### src/rtl/mvu_pkg.sv
// Shared types for the MVU job scheduler: default sizes, job descriptor and
// dispatch FSM state encoding.
package mvu_pkg;

    localparam int NMVU_DEF = 8;
    localparam int BTAG_DEF = 8;
    localparam int BMVUID   = $clog2(NMVU_DEF);

    // `wait` is a keyword, so the barrier flag is called wait_all.
    typedef struct packed {
        logic [BMVUID-1:0]   mvu;
        logic                wait_all;
        logic [BTAG_DEF-1:0] tag;
    } mvu_job_t;

    typedef enum logic [1:0] {
        SCHED_IDLE  = 2'd0,
        SCHED_CLR   = 2'd1,
        SCHED_START = 2'd2
    } sched_state_t;

endpackage

### src/rtl/mvu_job_fifo.sv
// Synchronous FIFO holding pending job descriptors. Flags are registered;
// empty_next exposes the emptiness that will be visible after this edge.
module mvu_job_fifo #(
    parameter int WIDTH = 12,
    parameter int DEPTH = 4
) (
    input  logic             clk,
    input  logic             rst,
    input  logic             push,
    input  logic [WIDTH-1:0] din,
    input  logic             pop,
    output logic [WIDTH-1:0] dout,
    output logic             full,
    output logic             empty,
    output logic             empty_next
);

    localparam int BPTR = $clog2(DEPTH);
    localparam logic [BPTR:0] FULL_CNT = (BPTR+1)'(DEPTH);

    logic [WIDTH-1:0] mem_r [DEPTH];
    logic [BPTR-1:0]  wr_ptr_r;
    logic [BPTR-1:0]  rd_ptr_r;
    logic [BPTR:0]    count_r;
    logic [BPTR:0]    count_s;
    logic             full_r;
    logic             empty_r;
    logic             do_push_s;
    logic             do_pop_s;

    // Accept/retire decisions and next occupancy.
    always_comb begin
        do_pop_s  = pop && !empty_r;
        do_push_s = push && (!full_r || do_pop_s);
        case ({do_push_s, do_pop_s})
            2'b10:   count_s = count_r + (BPTR+1)'(1);
            2'b01:   count_s = count_r - (BPTR+1)'(1);
            default: count_s = count_r;
        endcase
    end

    // Storage, pointers and registered flags.
    always_ff @(posedge clk) begin
        if (rst) begin
            for (int i = 0; i < DEPTH; i++) begin
                mem_r[i] <= '0;
            end
            wr_ptr_r <= '0;
            rd_ptr_r <= '0;
            count_r  <= '0;
            full_r   <= 1'b0;
            empty_r  <= 1'b1;
        end else begin
            if (do_push_s) begin
                mem_r[wr_ptr_r] <= din;
                wr_ptr_r        <= wr_ptr_r + BPTR'(1);
            end
            if (do_pop_s) begin
                rd_ptr_r <= rd_ptr_r + BPTR'(1);
            end
            count_r <= count_s;
            full_r  <= (count_s == FULL_CNT);
            empty_r <= (count_s == '0);
        end
    end

    assign dout       = mem_r[rd_ptr_r];
    assign full       = full_r;
    assign empty      = empty_r;
    assign empty_next = (count_s == '0);

endmodule

### src/rtl/mvu_job_sched.sv
// MVU job scheduler: queues host jobs, dispatches clear+start pulses in order,
// tracks per-MVU busy/pending state and reports completions lowest index first.
module mvu_job_sched
    import mvu_pkg::*;
#(
    parameter int NMVU   = NMVU_DEF,
    parameter int QDEPTH = 4,
    parameter int BTAG   = BTAG_DEF
) (
    input  logic                    clk,
    input  logic                    rst,
    input  logic                    job_valid,
    output logic                    job_ready,
    input  logic [$clog2(NMVU)-1:0] job_mvu,
    input  logic [BTAG-1:0]         job_tag,
    input  logic                    job_wait,
    output logic [NMVU-1:0]         clr,
    output logic [NMVU-1:0]         start,
    input  logic [NMVU-1:0]         done,
    output logic [NMVU-1:0]         busy,
    output logic                    cpl_valid,
    output logic [$clog2(NMVU)-1:0] cpl_mvu,
    output logic [BTAG-1:0]         cpl_tag,
    output logic                    idle,
    output logic                    err_spurious
);

    localparam int BMVU = $clog2(NMVU);

    typedef struct packed {
        logic [BMVU-1:0] mvu;
        logic            wait_all;
        logic [BTAG-1:0] tag;
    } job_t;

    localparam int BJOB = $bits(job_t);

    function automatic logic [NMVU-1:0] onehot(input logic [BMVU-1:0] idx);
        logic [NMVU-1:0] v;
        v      = '0;
        v[idx] = 1'b1;
        return v;
    endfunction

    job_t             job_in_s;
    job_t             head_s;
    logic [BJOB-1:0]  head_bits_s;
    logic             fifo_full_s;
    logic             fifo_empty_s;
    logic             fifo_empty_next_s;
    logic             push_s;
    logic             pop_s;
    logic             eligible_s;

    sched_state_t     state_r;
    sched_state_t     state_n;
    logic [BMVU-1:0]  cur_mvu_r;
    logic [BTAG-1:0]  cur_tag_r;
    logic [BTAG-1:0]  tag_r [NMVU];

    logic [NMVU-1:0]  clr_r;
    logic [NMVU-1:0]  start_r;
    logic [NMVU-1:0]  busy_r;
    logic [NMVU-1:0]  pend_r;
    logic [NMVU-1:0]  rel_r;
    logic             cpl_valid_r;
    logic [BMVU-1:0]  cpl_mvu_r;
    logic [BTAG-1:0]  cpl_tag_r;
    logic             idle_r;
    logic             err_r;

    logic [NMVU-1:0]  clr_n;
    logic [NMVU-1:0]  start_n;
    logic [NMVU-1:0]  set_s;
    logic [NMVU-1:0]  done_ok_s;
    logic [NMVU-1:0]  pend_eff_s;
    logic [NMVU-1:0]  sel_mask_s;
    logic [NMVU-1:0]  pend_n;
    logic [NMVU-1:0]  busy_n;
    logic [BMVU-1:0]  sel_idx_s;
    logic             sel_valid_s;
    logic             spur_s;
    logic             idle_n;

    assign job_in_s = '{mvu: job_mvu, wait_all: job_wait, tag: job_tag};
    assign head_s   = job_t'(head_bits_s);
    assign push_s   = job_valid && !fifo_full_s;

    mvu_job_fifo #(
        .WIDTH (BJOB),
        .DEPTH (QDEPTH)
    ) u_fifo (
        .clk        (clk),
        .rst        (rst),
        .push       (push_s),
        .din        (job_in_s),
        .pop        (pop_s),
        .dout       (head_bits_s),
        .full       (fifo_full_s),
        .empty      (fifo_empty_s),
        .empty_next (fifo_empty_next_s)
    );

    // Dispatch FSM: eligibility of the queue head and next-cycle pulses.
    always_comb begin
        state_n    = state_r;
        pop_s      = 1'b0;
        clr_n      = '0;
        start_n    = '0;
        set_s      = '0;
        eligible_s = 1'b0;
        if (!fifo_empty_s && !busy_r[head_s.mvu]) begin
            eligible_s = !head_s.wait_all || (!(|busy_r) && !(|pend_r));
        end else begin
            eligible_s = 1'b0;
        end
        case (state_r)
            SCHED_IDLE: begin
                if (eligible_s) begin
                    pop_s   = 1'b1;
                    clr_n   = onehot(head_s.mvu);
                    state_n = SCHED_CLR;
                end else begin
                    state_n = SCHED_IDLE;
                end
            end
            SCHED_CLR: begin
                start_n = onehot(cur_mvu_r);
                set_s   = onehot(cur_mvu_r);
                state_n = SCHED_START;
            end
            SCHED_START: state_n = SCHED_IDLE;
            default:     state_n = SCHED_IDLE;
        endcase
    end

    // Completion intake and lowest-index report selection. A done during the
    // report cycle of the same MVU is treated as spurious, like any other
    // done without an outstanding job; busy drops one cycle after the report.
    always_comb begin
        done_ok_s   = done & busy_r & ~pend_r & ~rel_r;
        spur_s      = |(done & ~done_ok_s);
        pend_eff_s  = pend_r | done_ok_s;
        sel_valid_s = |pend_eff_s;
        sel_idx_s   = '0;
        for (int i = NMVU - 1; i >= 0; i--) begin
            sel_idx_s = pend_eff_s[i] ? BMVU'(i) : sel_idx_s;
        end
        sel_mask_s = sel_valid_s ? onehot(sel_idx_s) : '0;
        pend_n     = pend_eff_s & ~sel_mask_s;
        busy_n     = (busy_r & ~rel_r) | set_s;
        idle_n     = fifo_empty_next_s && (state_n == SCHED_IDLE) &&
                     !(|busy_n) && !(|pend_n);
    end

    // State, tracking and registered outputs.
    always_ff @(posedge clk) begin
        if (rst) begin
            state_r     <= SCHED_IDLE;
            cur_mvu_r   <= '0;
            cur_tag_r   <= '0;
            for (int i = 0; i < NMVU; i++) begin
                tag_r[i] <= '0;
            end
            clr_r       <= '0;
            start_r     <= '0;
            busy_r      <= '0;
            pend_r      <= '0;
            rel_r       <= '0;
            cpl_valid_r <= 1'b0;
            cpl_mvu_r   <= '0;
            cpl_tag_r   <= '0;
            idle_r      <= 1'b1;
            err_r       <= 1'b0;
        end else begin
            state_r <= state_n;
            if (pop_s) begin
                cur_mvu_r <= head_s.mvu;
                cur_tag_r <= head_s.tag;
            end
            if (state_r == SCHED_CLR) begin
                tag_r[cur_mvu_r] <= cur_tag_r;
            end
            clr_r       <= clr_n;
            start_r     <= start_n;
            busy_r      <= busy_n;
            pend_r      <= pend_n;
            rel_r       <= sel_mask_s;
            cpl_valid_r <= sel_valid_s;
            if (sel_valid_s) begin
                cpl_mvu_r <= sel_idx_s;
                cpl_tag_r <= tag_r[sel_idx_s];
            end
            idle_r <= idle_n;
            err_r  <= err_r | spur_s;
        end
    end

    assign job_ready    = !fifo_full_s;
    assign clr          = clr_r;
    assign start        = start_r;
    assign busy         = busy_r;
    assign cpl_valid    = cpl_valid_r;
    assign cpl_mvu      = cpl_mvu_r;
    assign cpl_tag      = cpl_tag_r;
    assign idle         = idle_r;
    assign err_spurious = err_r;

endmodule

### config.mk
export PLATFORM = sky130hd
export DESIGN_NAME = mvu_job_sched
export DESIGN_NICKNAME = d
export VERILOG_FILES = /design/src/rtl/mvu_pkg.sv /design/src/rtl/mvu_job_fifo.sv /design/src/rtl/mvu_job_sched.sv
export SDC_FILE = /design/constraint.sdc
export NUM_CORES = 1
export LEC_CHECK = 0
export CORE_ASPECT_RATIO = 1.75
export CORE_MARGIN = 4
export CORE_UTILIZATION = 50
export CTS_BUF_LIST = sky130_fd_sc_hd__clkbuf_16
export CTS_CLUSTER_SIZE = 20
export DETAILED_ROUTE_END_ITERATION = 10
export PLACE_DENSITY = 0.72
export SLEW_MARGIN = 20
export SYNTH_ARGS = -nofsm -noshare
export SYNTH_HDL_FRONTEND = slang
export SYNTH_SLANG_ARGS = --single-unit
### constraint.sdc
create_clock -name clk -period 5.1 [get_ports clk]
set_input_delay 0.765 -clock clk [delete_from_list [all_inputs] [get_ports clk]]
set_output_delay 0.765 -clock clk [all_outputs]
set_load 0.05 [all_outputs]
After elaboration in Yosys (flattened, before gate mapping). Memory sizes are Yosys's and may differ from the RTL's. A register that Yosys moved wholly into a read port is not among the register bits. Cells that the tools add are included.

Add/sub/neg operators: 4. Bitwise operators: 15. Reduce and logical (&&, ||, !) cells: 33. Muxes and demuxes: 40. Eq/ne operators: 4. Order comparisons: 6.

Operators by type and width (count): 8-bit OR reduction (7); 8-bit AND (6); 8-bit NOT (4); 3-bit two-way mux (9); 8-bit two-way mux (3); 1-bit two-way mux (18); 8-bit bitwise OR (2); 3-bit by 4-bit less-than comparator with 1-bit output, second input constant (3); 12-bit two-way mux (1); 12-bit OR reduction (1); 1-bit logical AND (11); 1-bit demux with 3-bit select (3); 3-bit by 1-bit >= comparator with 1-bit output, second input constant (3); 1-bit logical NOT (8); 2-bit two-way mux (3); 3-bit case mux with 2 select lines (1); 2-bit by 1-bit adder with 2-bit output, second input constant (2); 2-bit by 1-bit equality test with 1-bit output, second input constant (2); 2-bit logical NOT (2); 2-bit case mux with 2 select lines (1); 3-bit by 1-bit adder with 3-bit output, second input constant (1); 1-bit binary-select mux with 3-bit select (1); 3-bit equality test, second input constant (1); 3-bit logical NOT (1); 6 further kinds (8).

Word-level logic and storage cells: 121. Memories kept: 2. Output and inout bits: 39. Bits in registers: 68. Bits in writable memories: 112. Bits of input ports: 23.

Memories: tag_r (words 8, width 8, rd ports 1, clocked after Yosys merged registers in 1, wr ports 8, line mvu_job_sched.sv:59) `logic [BTAG-1:0] tag_r [NMVU];`; u_fifo.mem_r (words 4, width 12, rd ports 1, clocked after Yosys merged registers in 1, wr ports 4, line mvu_job_fifo.sv:21) `logic [WIDTH-1:0] mem_r [DEPTH];`.

Logic depth before layout (Yosys ltp). Gate-level depths: netlist of the first run.

Word-level depth: 22. Depth in mapped cells: 17. Mapped depth without buffers: 15.

Cells and area by module. Synthesis of the first run repeated with hierarchy kept, for this count alone.

Cells, all modules: 683. Area total of the unflattened synthesis: 8314.2 um^2.

By module, submodules not included: mvu_job_sched (instances 1, sequential area each 3263.1 um^2, area each 5713.0 um^2, cells each 512); mvu_job_fifo (instances 1, sequential area each 1661.6 um^2, area each 2601.2 um^2, cells each 171).

Worst setup path before layout of the first run. OpenSTA, ideal clock, no wires.

Path kind: register to register. Start: register with a tool-made name. End: register idle_r, in the netlist idle. Library setup time: 0.059 ns. Slack: 1.513 ns. Clock period less this slack: 3.587 ns. Arrival: 3.528 ns. Cell stages (with the launch flop): 18. Buffers on the path: 3. Data required time: 5.041 ns. Cell sequence: dfxtp_1 -> buf_6 -> mux4_2 -> a2111oi_4 -> o221a_2 -> buf_6 -> nand2_4 -> buf_6 -> inv_1 -> ha_1 -> inv_1 -> fa_1 -> nor2b_1 -> nand2_1 -> o22ai_1 -> nand4_1 -> nor3_1 -> a31o_2.

RTL lines: to (signal assigned) (line mvu_job_sched.sv:194) `idle_r <= idle_n;`; to (decl) (line mvu_job_sched.sv:69) `logic idle_r;`.

==> impl_metrics.py, run 1 <==
metrics = {
    "status": {
        "status": "completed",
    },
    "timing": {
        "fmaxAchievable_ghz": 0.242,
        "slew_viol_final": 0,
        "slew_headroom_pct": 42.5,
        "setup_viol_count_final": 0,
        "worstMarginPinSlew_ps": 863,
        "finalCritPeriodShare_pct": 81.1,
        "fin_crit_ps": 4140,
        "rsz0062_at_grt": "no",
        "hold_violations": 0,
        "timing.setup.tns_ps": 0,
        "fin_worst_skew_ps": 11.2,
    },
    "power": {
        "leakagePower_nw": 3.42,
        "power_mw": 3.90,
        "max-vdd-ir-drop_mv": 0.261,
        "power_density_nw_per_um2": 418,
    },
    "synth": {
        "ys_types": 56,
        "synth_ff_type": "edfxtp_1",
        "synth_warnings": 0,
        "synth_fp_nets": 704,
        "async_reset_ff_share_pct": 0,
        "synth_edf_count": 112,
        "netlist.top_cell.by_area": "edfxtp_1",
        "synth_top_cells_by_count": "112 x edfxtp_1, 78 x dfxtp_1, 76 x and2_1",
        "yosysSeqAreaShare_pct": 61.5,
        "yosys.cell_count.top_type": "edfxtp_1",
        "synth.avg_cell_area_um2": 11.8,
        "synth_area_leaders": "edfxtp_1 42%, dfxtp_1 19%, and2_1 5.9%, a21oi_1 2.7%, nor2_1 2.7%",
        "syn_area_um2": 8010,
        "synthCells": 679,
        "ys_seq_elements": 190,
        "synth_top_area_share_pct": 42.0,
    },
    "detailed_routing": {
        "m1WireLength_um": 6560,
        "finalWirelength_um": 17800,
        "firstDrtPassIters": 6,
        "dr_wl_met3_um": 532,
        "drt_drc_violations_left": 0,
        "wl_per_cell_um": 19.0,
        "wl_met2_um": 10300,
        "routed_via_density": 5.71,
        "drtAntennaViolNets": 0,
        "vias": 5360,
        "dr.first_iter.drc_count": 319,
        "routed.top_layer": "met4",
    },
    "finish": {
        "multi_input_area_um2": 2860,
        "drive_above_1_share_pct": 8.93,
        "fillerInstances": 1238,
        "stdcell_count": 939,
        "area_delta_synth_final_pct": 16.7,
        "final_cell_area_um2": 9350,
        "final_nets": 762,
        "regArea_um2": 4920,
        "utilization_pct": 59.2,
        "antenna-diode-count": 0,
    },
    "clock_tree": {
        "cts_setup_buffers": 0,
        "cts_root_buf": "clkbuf_16",
        "hold_buffers": 0,
        "cts_made_buffers": 17,
        "cts_tree": "yes",
        "cts-resized-gates": 0,
        "clock-sinks": 190,
        "clk_pin_slew_worst_paths_ps": 70,
        "clkLatencyLatePin_ps": 430,
        "htree_levels": 4,
        "clockBufferDepth": 2,
    },
    "setup_path": {
        "crit_path_end_kind": "flip-flop",
        "critical_path.endpoint": "idle",
        "rrSetupSlack_ps": 960,
        "arrival_ps": 4520,
        "worst-setup-path-type": "reg2reg",
        "start_kind": "flip-flop",
        "required_ps": 5480,
        "r2r_end": "idle",
        "cp_max_fo": 13,
        "r2r_cells": 15,
    },
    "place": {
        "dp.cells": 907,
        "io_buffers": 61,
        "gp_congestion": 0.883,
        "detailed_place_hpwl_um": 13300,
        "post_dp_cell_area_um2": 8770,
    },
    "global_routing": {
        "grt_pass1_vias": 5490,
        "grt_pass1_wl_um": 28600,
        "grt_max_degree": 42,
        "overflow": 0,
        "antenna_found_initial": 0,
        "grt.total_usage_pct": 20.0,
    },
    "die": {
        "pin_count": 62,
        "core_area_um2": 15800,
        "chipWidth_um": 104,
        "rows": 61,
        "die_y_um": 175,
        "start_util_pct": 50.7,
        "fp.dieArea_um2": 18200,
    },
    "hold_path": {
        "hp-class": "reg2reg",
    },
    "job": {
        "drv_cap": 0,
    },
}
area by class of cell:
type,count,area share (%)
Timing Repair Buffer,69,7.12
Tap cell,189,2.53
Inverter,24,0.964
Clock inverter,14,1.33
Clock buffer,18,4.82
Multi-Input combinational cell,435,30.5
Sequential cell,190,52.7
registers in the layout (all words and copies together), names as in the netlist, named ones only:
name	cells
start	8
cpl_valid	1
u_fifo.count_r	3
cpl_mvu	3
state_r	2
tag_r	64
cpl_tag	8
u_fifo.rd_ptr_r	2
u_fifo.wr_ptr_r	2
cur_mvu_r	3
cur_tag_r	8
idle	1
u_fifo.full	1
clr	8
u_fifo.empty	1
rel_r	8
pend_r	8
u_fifo.mem_r	48
busy	8
err_spurious	1
where the power goes:
group	switching, mW	total, mW	internal (mW)
Combinational	0.459	0.744	0.285
Sequential	0.108	1.88	1.77
Clock	0.611	1.28	0.670
Total	1.18	3.90	2.73
layout by cell type, fill, tap and decap left out, types with 5 or more instances in the layout:
cell and n:
or2_0 7, nor4_1 10, and2_1 76, a222oi_1 8, a21o_1 5, nand3_1 11, o21ai_0 22, nand2b_1 13
a311oi_1 9, nor3_1 30, a21oi_1 43, inv_6 6, mux4_2 5, nor2b_1 14, or2_2 5, buf_4 8
nor2_1 57, clkdlybuf4s50_1 60, edfxtp_1 112, dfxtp_1 78, mux4_1 7, inv_1 25, mux2i_1 10, nand2_1 42
a22o_1 9, nand4_1 6, clkbuf_16 18
routing by layer:
layer,GRT usage (%),vias to the layer above
met1,20.7,2638
met4,8.15,0
li1,-,2587
met3,3.49,27
met5,0,-
met2,39.4,108
stage by stage:
step	setup WS (ps)	hold WS, ps
6_report	963	455
5_1_grt	767	490
4_1_cts	1030	457
3_5_place_dp	1040	448
3_3_place_gp	1260	443
2_1_floorplan	1510	484
kinds of logic after synthesis:
| logic type | share of synthesized area [%] |
|---|---|
| xor+xnor | 0.656 |
| compound gates | 9.84 |
| buf+inv | 2.87 |
| fa+ha+maj | 0.406 |
| mux | 5.37 |
| flops | 61.5 |
| other cells | 0.0468 |
| simple gates | 19.3 |
how the worst min path moves through the flow:
stage	from	endpoint	cells after the start
after floorplan	u_fifo.count_r[0]	u_fifo.full	2
after global placement	cpl_mvu[0]	cpl_mvu[0]	2
after detailed placement	cpl_mvu[0]	cpl_mvu[0]	2
after CTS	cpl_mvu[0]	cpl_mvu[0]	2
after global routing	cpl_mvu[0]	cpl_mvu[0]	2
final	cpl_mvu[0]	cpl_mvu[0]	2
critical path, stage by stage (launching register included):
cell     delay, ps
dfxtp_1        310
buf_4          230
mux4_1         810
mux2i_1        360
o221a_2        400
nand2_4        170
inv_1           90
ha_1           180
inv_1           60
fa_1           490
nor2b_1        170
nand2_1         90
o22ai_1        260
nand4_1        130
nor3_1         170
a31o_2         170
No activity file was read; power rests on OpenSTA's default activity.
==> run 2, diff against run 1 <==
clock period = 4.2 ns   (was 5.1 ns; I/O delays follow)
==> run 2 against run 1 <==
Sequential cell count did not move. First-iteration DRC count fell by 3.4%. Clock-buffer cell count fell by 1. Via count rose by 1.4%. Register-to-register slack got worse by 680 ps. Cell count rose by 0.32%. Highest routed layer unchanged. Combinational power rose by 23%. Critical path depth fell by 1. Total power rose by 25%. Wire length rose by 1.4%. Sequential share of layout area fell by 0.43 points.
==> impl_metrics.py, run 2 (synthesis results as in run 1) <==
metrics = {
    "finish": {
        "drive_above_1_share_pct": 9.03,
        "utilization_pct": 59.6,
        "final_common_cell": "edfxtp_1",
        "antenna-diode-count": 0,
        "largest_reg_flops": 64,
        "reg_top3": "tag_r: 64 flops, u_fifo.mem_r: 48 flops",
        "top_register": "tag_r",
        "final_nets": 765,
        "layout_common_cells": "112 x edfxtp_1, 78 x dfxtp_1, 76 x and2_1, 60 x clkdlybuf4s50_1, 57 x nor2_1",
        "fillerInstances": 1263,
        "area_delta_synth_final_pct": 17.6,
    },
    "die": {
        "start_util_pct": 50.7,
        "fp.dieArea_um2": 18200,
        "die_y_um": 175,
        "pin_count": 62,
        "rows": 61,
        "chipWidth_um": 104,
        "core_area_um2": 15800,
    },
    "global_routing": {
        "grt_pass1_wl_um": 28800,
        "overflow": 0,
        "grt_max_degree": 41,
        "antenna_found_initial": 0,
        "grt.total_usage_pct": 20.2,
        "grt_pass1_vias": 5526,
    },
    "setup_path": {
        "rrSetupSlack_ps": 290,
        "slowest_delay_ps": 710,
        "arrival_ps": 4280,
        "crit_slowest_cell": "mux4_1",
        "start_kind": "flip-flop",
        "crit_top_cell": "inv_1",
        "crit_path_end_kind": "flip-flop",
        "crit_chain": "mux4_1, mux2_2, a22oi_4, nand2_4, inv_1, ha_1, inv_1, fa_1, nor2b_1, nand2_1, o22ai_1, nand4_1, nor3_1, a31o_2",
        "worst-setup-path-type": "reg2reg",
        "path_buf_inv": 2,
        "critical-path-top-delay-family": "multiplexers",
        "cp_max_fo": 13,
        "required_ps": 4560,
    },
    "place": {
        "io_buffers": 61,
        "detailed_place_hpwl_um": 13200,
        "gp_congestion": 0.956,
    },
    "hold_path": {
        "hp-class": "reg2reg",
    },
    "timing": {
        "worstMarginPinSlew_ps": 946,
        "timing.setup.tns_ps": 0,
        "hold_violations": 0,
        "rsz0062_at_grt": "no",
        "fin_crit_ps": 3910,
        "slew_viol_final": 0,
        "fmaxAchievable_ghz": 0.255,
        "slew_headroom_pct": 36.9,
        "finalCritPeriodShare_pct": 93.2,
        "setup_viol_count_final": 0,
        "fin_worst_skew_ps": 12.3,
    },
    "job": {
        "drv_cap": 0,
    },
    "clock_tree": {
        "clock-sinks": 190,
        "cts_made_buffers": 17,
        "clockBufferDepth": 2,
        "clkLatencyLatePin_ps": 420,
        "htree_levels": 4,
        "cts_root_buf": "clkbuf_16",
        "clk_pin_slew_worst_paths_ps": 70,
        "cts_tree": "yes",
    },
    "detailed_routing": {
        "drt_drc_violations_left": 0,
        "finalWirelength_um": 18100,
        "drtAntennaViolNets": 0,
        "vias": 5434,
        "dr.first_iter.drc_count": 308,
        "wl_per_cell_um": 19.2,
        "routed_via_density": 5.77,
        "firstDrtPassIters": 5,
    },
    "status": {
        "status": "completed",
    },
    "power": {
        "max-vdd-ir-drop_mv": 0.271,
        "power_density_nw_per_um2": 518,
        "leakagePower_nw": 3.47,
    },
}
==> run 2: cell types whose count changed in the layout (fill, tap and decap cells not counted), sizes merged <==
| cell | previous run | this run |
|---|---|---|
| bufinv | 0 | 4 |
| buf | 9 | 12 |
| clkinvlp | 3 | 1 |
| inv | 32 | 30 |
| clkbuf | 18 | 17 |
| clkinv | 3 | 4 |
==> run 2: per-layer routing <==
metal  global-route usage, %  vias up  share of wire [%]
li1                        -     2593                  -
met1                    20.8     2623                 35
met2                    39.3      168                 57
met3                    3.94       50                3.9
met4                    8.99        0                3.5
met5                       0        -                  0
==> run 2: per-stage QoR <==
step / total power [mW] / cells / setup WS (ps) / hold slack [ps] / area [um^2]
floorplan: 2.98 / 679 / 613 / 484 / 8010
global route: 5.09 / 942 / 30.3 / 516 / 9420
CTS: 4.91 / 942 / 226 / 466 / 9420
detailed placement: 3.23 / 910 / 229 / 457 / 8790
finish: 4.88 / 942 / 286 / 462 / 9420
global placement: 3.19 / 910 / 464 / 447 / 8790
==> run 2: worst reg2reg max path: cells and delay by family, from the launching register on <==
family | cells | cell delay, ps
flip-flops | 1 | 430
AO/OA/AOI/OAI | 3 | 750
adder cells (fa/ha/maj) | 2 | 670
buffers and inverters | 2 | 160
multiplexers | 2 | 1070
AND/OR/NAND/NOR | 5 | 770
==> run 2: cell type report <==
cell class              count  area (um^2)  share of cell area, %
repair buffers             72          688                   7.30
clock buffers              17          425                   4.51
multi-input cells         435         2860                   30.4
flip-flops and latches    190         4920                   52.3
well taps                 189          236                   2.51
inverters                  24         90.1                  0.956
clock inverters            15          198                   2.10
==> run 2: worst paths after layout <==
kind,from,cells after the start,endpoint
worst max-delay path,flip-flop,14,idle
worst min register to register,cpl_mvu[0],2,cpl_mvu[0]
worst max register to register,flip-flop,14,idle
worst min-delay path,cpl_mvu[0],2,cpl_mvu[0]
==> run 2: power by group <==
part / leakage, nW / total, mW / switching, mW / internal [mW]
Sequential: 1.80 / 2.28 / 0.133 / 2.15
Clock: 0.315 / 1.68 / 0.686 / 0.998
Combinational: 1.36 / 0.916 / 0.562 / 0.354
Total: 3.47 / 4.88 / 1.38 / 3.50
==> run 2: timing repair <==
item,in CTS,in global routing
endpoints found under the setup margin,0,1
buffers inserted,0,0
gates resized for setup,0,2
hold buffers,0,0
==> variant 1: new RTL, settings of run 2 <==
Encoding of `sched_state_t`: now one-hot (3 bits for 3 states).
--- a/src/rtl/mvu_pkg.sv
+++ b/src/rtl/mvu_pkg.sv
@@ -13,10 +13,10 @@
         logic [BTAG_DEF-1:0] tag;
     } mvu_job_t;
 
-    typedef enum logic [1:0] {
-        SCHED_IDLE  = 2'd0,
-        SCHED_CLR   = 2'd1,
-        SCHED_START = 2'd2
+    typedef enum logic [2:0] {
+        SCHED_IDLE  = 3'b001,
+        SCHED_CLR   = 3'b010,
+        SCHED_START = 3'b100
     } sched_state_t;
 
 endpackage
Check against the original RTL: same outputs for any inputs over 4 cycles, from zero or initial values and one cycle with rst high; so few cycles prove little.
==> variant 1 against run 2 <==
- core utilization about the same
- worst setup slack improved by 0.14 ns
- clock skew increased by 0.0010 ns
- cell count increased by 0.74%
- total power decreased by 3.7%
- wire length increased by 0.19%
- sequential cell count increased by 1
- area after synthesis increased by 0.56%
- count of clock-buffer cells in the layout unchanged
- hold slack improved by 0.0041 ns
- design area increased by 0.52%
- critical endpoint unchanged
- highest routed layer unchanged
==> variant 1: results (changes against run 2) <==
[metrics] number of flops mapped to enable cells by yosys: 112 (unchanged)
[metrics] yosys synthesis warning count: 0 (unchanged)
[metrics] Max Clock Skew: 0.0133 ns (was 0.0123 ns)
[metrics] final count of hold timing violations: 0 (unchanged)
[metrics] Bufs on Longest Clock Path: 2 (unchanged)
[metrics] global-route wire length before repair: 29000 um (was 28800 um)
[metrics] share of flip-flops with an asynchronous set or reset after synthesis: 0% (unchanged)
[metrics] Num CTS Buffers: 17 (unchanged)
[metrics] IO buf count: 61 (unchanged)
[metrics] DRC marker count from the first detailed-route iteration: 280 (was 308)
[metrics] clock network latency to the later pin of the worst-skew pair: 0.43 ns
[metrics] arrival time at the worst endpoint: 4.14 ns (was 4.28 ns)
[metrics] n_diodes: 0 (unchanged)
[metrics] sequential cell area fraction in the yosys report: 61.4% (was 61.5%)
[metrics] Max Slew Vio Count: 0 (unchanged)
[metrics] top post-synthesis cells by count: edfxtp_1 (112), nor2_1 (81), dfxtp_1 (79), and2_1 (78), inv_1 (30) (was edfxtp_1 (112), dfxtp_1 (78), and2_1 (76), nor2_1 (57), a21oi_1 (43))
[metrics] worst slew margin relative to its limit: 39.1% (was 36.9%)
[metrics] top cell family by delay on the critical path: compound AO/OA/AOI/OAI gates (was multiplexers)
[metrics] leading cell types by total area after synthesis: edfxtp_1 (42%), dfxtp_1 (20%), and2_1 (6.1%), nor2_1 (3.8%), mux4_2 (3.4%) (was edfxtp_1 (42%), dfxtp_1 (19%), and2_1 (5.9%), a21oi_1 (2.7%), nor2_1 (2.7%))
[metrics] total setup violations reported at the end of the flow: 0 (unchanged)
[metrics] weighted congestion reported at the end of routability-driven placement: 0.925 (was 0.956)
[metrics] standby leakage power: 3.59 nW (was 3.47 nW)
[metrics] Setup WS pre-CTS: 0.290 ns (was 0.229 ns)
[metrics] root cell of the clock tree: clkbuf_16 (unchanged)
[metrics] IR drop worst, VDD: 0.000248 V (was 0.000271 V)
[metrics] fraction of layout instances using a drive strength above 1: 10.4% (was 9.03%)
[metrics] clock-pin slew of the registers on the worst-case setup and hold paths: 0.07 ns (about the same)
[metrics] Final #Nets: 772 (was 765)
[metrics] Critical Path Max Stage Delay: 0.64 ns (was 0.71 ns)
[metrics] per-cell routed wire length: 19.1 um (was 19.2 um)
[metrics] Detailed Place HPWL: 13600 um (was 13200 um)
[metrics] largest fanout of any net on the critical path: 9 (was 13)
[metrics] Post-Synthesis Net Count: 707 (was 704)
[metrics] result of the run: complete, no violations (unchanged)
[metrics] number of global-route vias before repair: 5705 (was 5526)
[metrics] Yosys cell types: 55 (was 56)
[metrics] routed vias/inst: 5.72 (was 5.77)
[metrics] overall fraction of global-route tracks in use: 20.3% (was 20.2%)
[metrics] pin count of the biggest net entering global routing: 46 (was 41)
[metrics] Detailed Routing Iterations Pass 1: 5 (unchanged)
[metrics] cell depth of the worst hold path: 2 (unchanged)
[metrics] reg2reg path depth: 14 (unchanged)
[metrics] classification of the worst-slack hold path: register to register (unchanged)
[metrics] slowest stage cell on the critical path: mux4_2 (was mux4_1)
## variant 1: metrics by stage
stage,area [um2],instances
floorplan,8060,682
detailed placement,8870,917
CTS,9470,949
finish,9470,949
global placement,8870,917
global route,9470,949
## variant 1: logic make-up after synthesis
group                      Yosys count  synth area share (%)
and+or+nand+nor                    283                  18.7
DFF                                191                  61.4
AOI/OAI and AO/OA                  102                  9.37
buffers and inverters               61                  3.18
muxes                               34                  6.09
xor gates and xnor gates             8                 0.870
adders and majority gates            2                 0.404
other                                1                0.0466
## variant 1: path summary, 6_finish.rpt
check | from | to | slack [ns]
setup / recovery | register | idle | 0.43
hold / removal | cpl_mvu[0] | cpl_mvu[0] | 0.47
setup reg to reg | register | idle | 0.43
hold reg to reg | cpl_mvu[0] | cpl_mvu[0] | 0.47
## variant 1: where the power goes
group / total (mW) / leakage (nW) / internal [mW] / switching (mW)
Combinational: 0.820 / 1.50 / 0.350 / 0.470
Sequential: 2.27 / 1.80 / 2.14 / 0.130
Clock: 1.61 / 0.294 / 0.849 / 0.761
## variant 1: worst min-delay path, cell delays in order, from the launching register on
cell and delay [ns]:
dfxtp_1 0.31, nand2_1 0.05, a21oi_1 0.06
## variant 1: layer usage
metal,track usage [%],routed length [um],up-vias
met5,0,0,-
met4,11.6,858,0
met3,3.27,622,66
met2,38.8,10100,164
met1,20.6,6460,2594
li1,-,-,2609
## variant 1: timing repair
action                                  4_1_cts  5_1_grt
gates resized for setup                       0        2
buffers inserted                              0        0
endpoints found under the setup margin        0        1
## variant 1: area by class of cell
| cell class | instances | area [um2] |
|---|---|---|
| Sequential cell | 191 | 4950 |
| Fill cell | 1308 | 6400 |
| Clock inverter | 15 | 171 |
| Timing Repair Buffer | 77 | 726 |
| Inverter | 30 | 113 |
| Clock buffer | 17 | 425 |
| Multi-Input combinational cell | 430 | 2850 |
| Tap cell | 189 | 236 |
==> variant 2: new RTL, config.mk and constraints of run 2 <==
Without the edit above. The package constant `BTAG_DEF` goes from 8 to 9.
--- a/src/rtl/mvu_pkg.sv
+++ b/src/rtl/mvu_pkg.sv
@@ -3,7 +3,7 @@
 package mvu_pkg;
 
     localparam int NMVU_DEF = 8;
-    localparam int BTAG_DEF = 8;
+    localparam int BTAG_DEF = 9;
     localparam int BMVUID   = $clog2(NMVU_DEF);
 
     // `wait` is a keyword, so the barrier flag is called wait_all.
Ports: changed (resized cpl_tag and job_tag); port bits go from 62 to 64. No check against the original RTL was run, so the function may have changed too.
==> variant 2 against run 2 <==
- design area increased by 6.3%
- worst setup slack better by 0.17 ns
- count of clock-buffer cells in the layout grew 2
- area after synthesis up 6.6%
- combinational power about the same
- largest power group unchanged
- die area grew 6.2%
- sequential cell count increased by 14
- first-iteration DRC count decreased by 7.8%
- total power increased by 1.7%
- cell count increased by 11%
- critical endpoint unchanged
- clock skew rose by 0.0023 ns
- via count increased by 9.2%
- wire length grew 11%
==> variant 2: results (changes against run 2) <==
[metrics] count of non-CTS inverters in the layout: 26 (was 24)
[metrics] Final #Nets: 832 (was 765)
[metrics] average size of a mapped cell: 11.6 um2 (was 11.8 um2)
[metrics] DR vias: 5936 (was 5434)
[metrics] top post-synthesis cells by count: edfxtp_1 (124), and2_1 (88), nor2_1 (84), dfxtp_1 (80), nand2_1 (53) (was edfxtp_1 (112), dfxtp_1 (78), and2_1 (76), nor2_1 (57), a21oi_1 (43))
[metrics] synthesized flop and latch total: 204 (was 190)
[metrics] weighted congestion reported at the end of routability-driven placement: 0.976 (was 0.956)
[metrics] Bufs on Longest Clock Path: 3 (was 2)
[metrics] slowest stage cell on the critical path: mux4_2 (was mux4_1)
[metrics] DRC marker count from the first detailed-route iteration: 284 (was 308)
[metrics] fraction of the core area covered by cells at the end of the flow: 59.4% (was 59.6%)
[metrics] Critical Path Max Stage Delay: 0.54 ns (was 0.71 ns)
[metrics] Critical Path RT: 4.63 ns (was 4.56 ns)
[metrics] pin count of the biggest net entering global routing: 38 (was 41)
[metrics] register fraction of the total cell area: 53.2% (was 52.3%)
[metrics] count of plain and timing-repair buffers: 80 (was 72)
[metrics] number of global-route vias before repair: 6115 (was 5526)
[metrics] standby leakage power: 3.66 nW (was 3.47 nW)
[metrics] Multi-In Gates: 475 (was 435)
[metrics] per-cell routed wire length: 19.1 um (was 19.2 um)
[metrics] slack of the worst reg-to-reg path: 0.46 ns (was 0.29 ns)
[metrics] IR drop worst, VDD: 0.000420 V (was 0.000271 V)
[metrics] Rows: 63 (was 61)
[metrics] clock network latency to the later pin of the worst-skew pair: 0.49 ns (was 0.42 ns)
[metrics] Max Clock Skew: 0.0146 ns (was 0.0123 ns)
[metrics] reg2reg path depth: 13 (was 14)
[metrics] Yosys cell types: 53 (was 56)
[metrics] sequential cell area fraction in the yosys report: 62.3% (was 61.5%)
[metrics] level count of the clock H-tree: 1 (was 4)
[metrics] leading cell types by total area after synthesis: edfxtp_1 (44%), dfxtp_1 (19%), and2_1 (6.4%), nor2_1 (3.7%), mux4_2 (3.2%) (was edfxtp_1 (42%), dfxtp_1 (19%), and2_1 (5.9%), a21oi_1 (2.7%), nor2_1 (2.7%))
[metrics] Setup WS pre-CTS: 0.426 ns (was 0.229 ns)
[metrics] routed vias/inst: 5.67 (was 5.77)
[metrics] Non-clock buffers, area share: 7.52% (was 7.30%)
[metrics] largest fanout of any net on the critical path: 10 (was 13)
[metrics] clock buf count: 19 (was 17)
[metrics] Post-Synthesis Net Count: 762 (was 704)
[metrics] Fill cells: 1447 (was 1263)
[metrics] multi-input combinational area share: 29.8% (was 30.4%)
[metrics] global-route wire length before repair: 31800 um (was 28800 um)
[metrics] arrival time at the worst endpoint: 4.17 ns (was 4.28 ns)
[metrics] result of the run: complete, no violations (unchanged)
==> variant 2: cell count changes in the layout (fill, tap and decap cells not counted), sizes merged, moves of 8 or more <==
cell,before,now
a222oi,8,0
nand3,11,27
nor3,34,14
edfxtp,112,124
a311oi,9,0
a41oi,0,8
nor2,57,84
a22o,9,0
and2,76,88
a221oi,0,16
nand2,43,53
a21oi,44,24
o21ai,23,34
==> variant 2: how the worst min path moves through the flow <==
stage | end | slack [ns] | depth (start not counted) | start
5_1_grt | cpl_mvu[2] | 0.52 | 2 | cpl_mvu[2]
4_1_cts | u_fifo.count_r[1] | 0.49 | 2 | u_fifo.count_r[1]
2_1_floorplan | u_fifo.count_r[1] | 0.45 | 2 | u_fifo.count_r[1]
3_5_place_dp | u_fifo.count_r[1] | 0.48 | 2 | u_fifo.count_r[1]
6_report | u_fifo.count_r[1] | 0.49 | 2 | u_fifo.count_r[1]
3_3_place_gp | u_fifo.count_r[1] | 0.47 | 2 | u_fifo.count_r[1]
==> variant 2: logic make-up after synthesis <==
kind of cell             Yosys count  share of synthesized area, %
AND/OR/NAND/NOR                  319                          19.0
multiplexers                      25                          4.88
flip-flops                       204                          62.3
XOR/XNOR                           7                         0.718
buffers and inverters             57                          2.89
other                              1                        0.0439
adder cells (fa/ha/maj)            2                         0.381
AO/OA/AOI/OAI                    121                          9.74
==> variant 2: per-layer routing <==
layer  routed length [um]  vias to the layer above  part of all wire [%]  global-route usage (%)
met5                    0                        -                     0                       0
met4                  780                        0                   3.9                    8.86
met3                  939                       55                   4.7                    2.61
met2                11300                      184                    57                    40.3
met1                 6950                     2901                    35                    22.1
li1                     -                     2796                     -                       -
==> variant 2: power breakdown <==
part           switching [mW]  internal, mW
combinational           0.537         0.379
sequential              0.136          2.31
clock                   0.718         0.891
total                    1.39          3.58
